$ cat src/rtl/simon_key_unroll.sv
// simon_key_unroll
//   Reverse key-schedule generator for SIMON64/128 (N=32, M=4, T=44).
//   Given any window of four consecutive round keys k[s..s+3], it regenerates
//   k[s-1], k[s-2], ... k[0], newest first, one key per cycle on a
//   valid/ready stream. Decryption can therefore walk the schedule backwards
//   from the final window without holding all 44 words.
//
// Ports
//   clk        in   1    clock
//   rst        in   1    synchronous reset, active-high
//   load       in   1    start request, sampled only while idle
//   key_in     in   N*M  window {k[s+3],k[s+2],k[s+1],k[s]} (MSW = newest)
//   start_idx  in   8    s, index of the oldest word in key_in
//   out_valid  out  1    out_key is valid
//   out_ready  in   1    consumer accepts out_key
//   out_key    out  N    regenerated round key k[j]
//   out_idx    out  8    j
//   out_last   out  1    high with out_valid when j == 0
//   busy       out  1    high while keys are being produced
//   bad_start  out  1    one-cycle pulse on a rejected load
module simon_key_unroll #(
    parameter int          N     = 32,
    parameter int          M     = 4,
    parameter int          T     = 44,
    parameter logic [61:0] Z_SEQ = 62'b11110000101100111001010001001000000111101001100011010111011011
) (
    input  logic           clk,
    input  logic           rst,
    input  logic           load,
    input  logic [N*M-1:0] key_in,
    input  logic [7:0]     start_idx,
    output logic           out_valid,
    input  logic           out_ready,
    output logic [N-1:0]   out_key,
    output logic [7:0]     out_idx,
    output logic           out_last,
    output logic           busy,
    output logic           bad_start
);

    localparam logic [7:0] MAX_START = 8'(T - M);

    typedef enum logic {
        IDLE = 1'b0,
        RUN  = 1'b1
    } state_t;

    state_t state;
    state_t state_next;

    // Window registers hold k[j+1], k[j+2], k[j+3] for the key currently on
    // out_key. k[j+4] is never stored: after a shift it is the old w3, and at
    // load time it comes straight from key_in.
    logic [N-1:0] w1;
    logic [N-1:0] w2;
    logic [N-1:0] w3;

    logic start_ok;
    logic do_load;
    logic reject;
    logic advance;

    // One inverse key-expansion step: recovers k[j] from k[j+1], k[j+3], k[j+4].
    function automatic logic [N-1:0] inv_step(
        input logic [N-1:0] k1,
        input logic [N-1:0] k3,
        input logic [N-1:0] k4,
        input logic [7:0]   j
    );
        logic [N-1:0] tmp;
        logic [5:0]   zi;
        tmp = {k3[2:0], k3[N-1:3]} ^ k1;
        tmp = tmp ^ {tmp[0], tmp[N-1:1]};
        zi  = (j >= 8'd62) ? 6'(j - 8'd62) : j[5:0];
        // ~k4 ^ 3 folded into a single constant; the z bit lands on bit 0 only.
        inv_step = k4 ^ tmp ^ {{(N-2){1'b1}}, 2'b00} ^ {{(N-1){1'b0}}, Z_SEQ[zi]};
    endfunction

    assign start_ok  = (start_idx != 8'd0) && (start_idx <= MAX_START);
    assign out_valid = (state == RUN);
    assign busy      = (state == RUN);
    assign out_last  = out_valid && (out_idx == 8'd0);

    always_ff @(posedge clk) begin
        if (rst) begin
            state <= IDLE;
        end else begin
            state <= state_next;
        end
    end

    // out_valid is high for the whole of RUN, so a handshake is simply
    // out_ready while running.
    always_comb begin
        state_next = state;
        do_load    = 1'b0;
        reject     = 1'b0;
        advance    = 1'b0;
        case (state)
            IDLE: begin
                if (load) begin
                    if (start_ok) begin
                        do_load    = 1'b1;
                        state_next = RUN;
                    end else begin
                        reject = 1'b1;
                    end
                end
            end
            RUN: begin
                if (out_ready) begin
                    if (out_idx == 8'd0) begin
                        state_next = IDLE;
                    end else begin
                        advance = 1'b1;
                    end
                end
            end
            default: state_next = IDLE;
        endcase
    end

    always_ff @(posedge clk) begin
        if (rst) begin
            w1        <= '0;
            w2        <= '0;
            w3        <= '0;
            out_key   <= '0;
            out_idx   <= '0;
            bad_start <= 1'b0;
        end else begin
            bad_start <= reject;
            if (do_load) begin
                w1      <= key_in[N-1:0];
                w2      <= key_in[2*N-1:N];
                w3      <= key_in[3*N-1:2*N];
                out_idx <= start_idx - 8'd1;
                out_key <= inv_step(key_in[N-1:0], key_in[3*N-1:2*N],
                                    key_in[4*N-1:3*N], start_idx - 8'd1);
            end else if (advance) begin
                // Shift the window down by one: the key just accepted becomes k[j+1].
                w1      <= out_key;
                w2      <= w1;
                w3      <= w2;
                out_idx <= out_idx - 8'd1;
                out_key <= inv_step(out_key, w2, w3, out_idx - 8'd1);
            end
        end
    end

endmodule
$ cat config.mk
export PLATFORM = sky130hd
export DESIGN_NAME = simon_key_unroll
export DESIGN_NICKNAME = d
export VERILOG_FILES = /design/src/rtl/simon_key_unroll.sv
export SDC_FILE = /design/constraint.sdc
export NUM_CORES = 1
export LEC_CHECK = 0
export ABC_CLOCK_PERIOD_IN_PS = 3800
export CORE_MARGIN = 5
export CORE_UTILIZATION = 29
export CTS_CLUSTER_DIAMETER = 60
export DETAILED_ROUTE_END_ITERATION = 8
export PLACE_DENSITY = 0.49
export SYNTH_ARGS = -nofsm -noshare
export SYNTH_HDL_FRONTEND = slang
export SYNTH_SLANG_ARGS = --single-unit
$ cat constraint.sdc
create_clock -name clk -period 3.8 [get_ports clk]
set_clock_uncertainty 0.15 [all_clocks]
set_input_delay 0.76 -clock clk [delete_from_list [all_inputs] [get_ports clk]]
set_output_delay 0.76 -clock clk [all_outputs]
set_load 0.01 [all_outputs]
# == After elaboration in Yosys (flattened, before gate mapping) ==
# Memories as Yosys holds them, arrays and structs flattened.
# Cells that the tools add are included.
# word_totals
register_bits,138
rom_bits,128
in_bits,140
wordCells,59
memories,2
# op_classes
n_addsub,4
order_cmp,5
muxes,23
bitwise_logic,12
reduce_logical,6
# mem_list
name,words,width,read_ports,rd_clocked_by_memory_dff,write_ports,line_no,source
(name not given),64,1,1,0,0,76,"inv_step = k4 ^ tmp ^ {{(N-2){1'b1}}, 2'b00} ^ {{(N-1){1'b0}}, Z_SEQ[zi]};"
(name not given),64,1,1,0,0,76,
# ops
operator,count
$mux 32,8
$xor 32x32->32,6
$xor 32x1->32,2
$not 30->30,2
$ge 8x6->1 const B,2
$mux 8,2
$sub 8x1->8 const B,2
$lt 6x7->1 const B,2
$mux 6,2
$sub 6x6->6 const B,2
$mux 1,10
$le 8x6->1 const B,1
$logic_not 8->1,1
$reduce_bool 8->1,1
$reduce_or 3->1,1
$logic_and 1x1->1,2
$not 1->1,2
$pmux 1 s2,1
$reduce_bool 2->1,1

# == Depth between registers and ports, before layout ==
# depth
depth_word,8
mapped_depth,17
ltp_nobuf,15

# == Worst setup path before layout ==
# No wires, ideal clock.
# synth_timing
kind,input-to-reg
start,in start_idx[0]
end,reg out_key[0]
arrival_time_ps,3639
path_slack_ps,-93
stages,16
n_path_buf,1
cell_sequence,inv_1 -> ha_1 -> xnor2_1 -> inv_2 -> a32o_1 -> nand2_1 -> o21a_1 -> buf_2 -> xnor2_1 -> ha_1 -> mux2_2 -> nand3_1 -> a22oi_1 -> a21oi_1 -> xnor2_1 -> a2111oi_2
# synth_between
elab_chain_len,7
elab_cells_between_ends,15
# synth_lines
element,line_no,source
"start, declared",31,"input logic [7:0] start_idx,"
$sub 8x1->8,139,"key_in[4*N-1:3*N], start_idx - 8'd1);"
$ge 8x6->1 or $sub 6x6->6 (tied branches),74,zi = (j >= 8'd62) ? 6'(j - 8'd62) : j[5:0];
$mux 6,74,
$mem_v2 64x1,n/a,
$mux 1 (not written as such),76,
$xor 32x1->32,76,
$mux 32,133,if (do_load) begin
"end signal, assigned",138,"out_key <= inv_step(key_in[N-1:0], key_in[3*N-1:2*N],"
"end signal, assigned",146,"out_key <= inv_step(out_key, w2, w3, out_idx - 8'd1);"
"end, declared",34,"output logic [N-1:0] out_key,"
# Several ways; a longest one is shown, not always the timed one. The select of a mux whose other input is x is not followed.
# A chain may end at the register's enable or synchronous reset.

# == Worst setup path after layout ==
# layout_timing
start,in start_idx[1]
end,reg out_key[0]
# The elaborated chain is that of the path after synthesis.

==> results.cfg <==
[synth]
synthesis.area_mm2 = 0.00825
ys_seq_area_share_pct = 33.5
synth.most_common_cell = xnor2_1
synth_area_leader_cell = dfxtp_1
netlist_top_cells_area = dfxtp_1, xnor2_1, a22oi_1, a21oi_1, nand2_1
synth.net_count = 1159
yosys_register_bits = 138
synthFlopType = dfxtp_1
yosys-top-cells-count = xnor2_1, a21oi_1, dfxtp_1, nand2_1, a22oi_1
synth_area_per_cell_um2 = 8.19
synthArstFlopShare_pct = 0
yosysTopAreaCellShare_pct = 33.5
synth_cell_types = 60
ys_warn_count = 0
synthesis.instances = 1007
synth-edff-count = 0

[drt]
ant_nets = 0
drt-initial-drc-count = 455
drt_wl_total_um = 27200
via_count = 7889
drcViolationCount = 0
wire_per_inst_um = 17.1
first_pass_iters = 7
vias_per_cell = 4.94

[clock_tree]
tritoncts = yes
htreeDepth = 4
cts.sinks = 138
cts_buffers = 17
cts_buffer_depth = 2
path_clk_slew_ns = 0.07
root_buffer = clkbuf_16
ctsHoldBuffers = 0
insertion_delay_ns = 0.44

[sta]
setup-violations-final = 0
maxSlewViolCount = 0
hold_viol_final = 0
worstMarginPinSlew_ns = 0.737
worst_slack_ns = 0.167
finalCritPeriodShare_pct = 95.6
fmax_mhz = 275
slew_headroom_pct = 50.8
finalSetupTns_ns = 0
fin_crit_ns = 3.63

[global_routing]
grt_start_max_net_pins = 65
grt_pass1_vias = 7948
grt.met1_usage_pct = 21.9
track_usage_pct = 16.8
met2_usage_pct = 28.3
grt_pass1_wl_um = 42700
antenna_found_initial = 4
grt-ovfl-total = 0
gr-usage-met3_pct = 4.22
busiest_layer = met2

[cells_and_area]
layout.cells.non_filler = 1597
layout-drive-gt1-share_pct = 10.3
area_delta_synth_final_pct = 40.2
multi_input_area_mm2 = 0.00524
fin_nets = 1358
fillers = 2856
diodes = 0
regArea_mm2 = 0.00276

[placement]
dp_cells = 1563
gp_congestion = 0.791
dp_hpwl_um = 20000
post-place-ws_ns = -0.457
port_buffers = 183

[setup_path]
critical_path.endpoint_type = flip-flop
crit_required_ns = 3.98
worstPathArrival_ns = 3.81
critPathLaunchType = primary input
worst-path-max-fanout = 6
crit_type = in -> reg

[flow_run]
max-cap-violations = 0

[die]
ios = 184
dieArea_mm2 = 0.0319
initial_utilization_pct = 29.5
die_w_um = 179
rows = 61
core_mm2 = 0.0279
die_y_um = 179

[outcome]
status = finished, final reports clean

[hold_path]
holdCritPathClass = reg -> reg

[power]
cellInternalPower_uw = 3260
switching_share_pct = 29.3
p_leak_uw = 0.00386
irDropWorstVdd_v = 0.000265
powerDensity_mw_per_mm2 = 398
seqPwrFrac_pct = 33.6
p_comb_share_pct = 26.5
p_switching_uw = 1350
pwr-share-clk_pct = 39.9
## logic make-up (layout without fill, tap and decap cells)
kind of cell / count (synthesis) / count (layout) / share of synthesized area [%]
flops: 138 / 138 / 33.5
buf+inv: 83 / 294 / 4.13
xor+xnor: 210 / 210 / 22.3
simple gates: 220 / 220 / 11.6
fa+ha+maj: 12 / 12 / 1.82
mux: 8 / 8 / 1.09
compound gates: 336 / 337 / 25.6
## power groups by stage
stage / clock [µW] / combinational [µW] / sequential (µW)
final: 1840 / 1220 / 1550
after global routing: 1950 / 1330 / 1560
after CTS: 1880 / 1220 / 1550
after detailed placement: 0 / 1210 / 1580
after global placement: 0 / 1210 / 1580
after floorplan: 0 / 756 / 1580
## state kept, by name (all words and copies together), names as in the netlist
signal,cells
out_key,32
w3,32
bad_start,1
busy,1
out_idx,8
w2,32
w1,32
## cell type report
| type | count | share of cell area (%) |
|---|---|---|
| well taps | 378 | 4.09 |
| clock inverters | 14 | 1.80 |
| inverters | 15 | 0.487 |
| clock buffers | 18 | 3.71 |
| repair buffers | 247 | 20.7 |
| multi-input cells | 787 | 45.3 |
| flip-flops and latches | 138 | 23.9 |
## timing repair
item	in CTS	in global routing
endpoints found under the setup margin	1	1
buffers inserted	0	1
pin swaps	0	1
gates cloned	0	1
gates resized for setup	1	13
## layer usage
layer | wire, µm | share of wire, %
met4 | 189 | 0.69
met1 | 12400 | 45
met3 | 1390 | 5.1
met5 | 54 | 0.20
met2 | 13300 | 49
## final timing paths
| check | start | end | slack [ns] | cells past startpoint |
|---|---|---|---|---|
| max | start_idx[1] | out_key[0]$_SDFFE_PP0P_ | 0.17 | 15 |
| max reg2reg | out_idx[0]$_SDFFE_PP0P_ | out_key[0]$_SDFFE_PP0P_ | 0.22 | 14 |
| min | w1[4]$_SDFFE_PP0P_ | w1[4]$_SDFFE_PP0P_ | 0.30 | 2 |
| min reg2reg | w1[4]$_SDFFE_PP0P_ | w1[4]$_SDFFE_PP0P_ | 0.30 | 2 |
## stage by stage
step           hold WS (ns)  cell area (µm²)  total power (µW)  utilization [%]
6_report              0.303            11600              4610             41.4
5_1_grt               0.327            11600              4830             41.4
4_1_cts               0.305            11500              4640             41.2
2_1_floorplan         0.286             8260              2330                -
3_3_place_gp          0.293            10900              2790             38.9
3_5_place_dp          0.296            10900              2790             38.9
## worst max-delay path, stage by stage
cell	delay (ns)
clkdlybuf4s50_1	0.49
inv_1	0.07
ha_2	0.21
xnor2_2	0.15
inv_2	0.07
a32o_1	0.18
nand2_1	0.10
o21a_4	0.24
or3_4	0.38
buf_4	0.14
a31oi_1	0.24
o22ai_1	0.13
a21oi_1	0.18
xnor2_1	0.11
a2111oi_2	0.35
## cell usage in the layout (no fill, tap or decap), drive strengths merged, types with 3 or more instances in the layout
cell,netlist,routed
nor2,57,57
xor2,13,13
bufinv,0,4
mux2i,6,6
o211ai,5,5
and3,3,3
buf,11,65
a211o,5,5
inv,15,22
xnor2,197,197
clkdlybuf4s50,0,181
nor3,8,8
clkbuf,57,18
o21ai,16,16
a21oi,145,145
a32oi,4,4
o22ai,43,43
a31oi,4,4
nand2b,9,9
nand2,115,115
ha,12,12
nand3,7,7
nor4,4,4
a22oi,98,98
o21a,2,3
dfxtp,138,138
or3,5,5
Note: power is estimated with default switching activity, not from simulation.
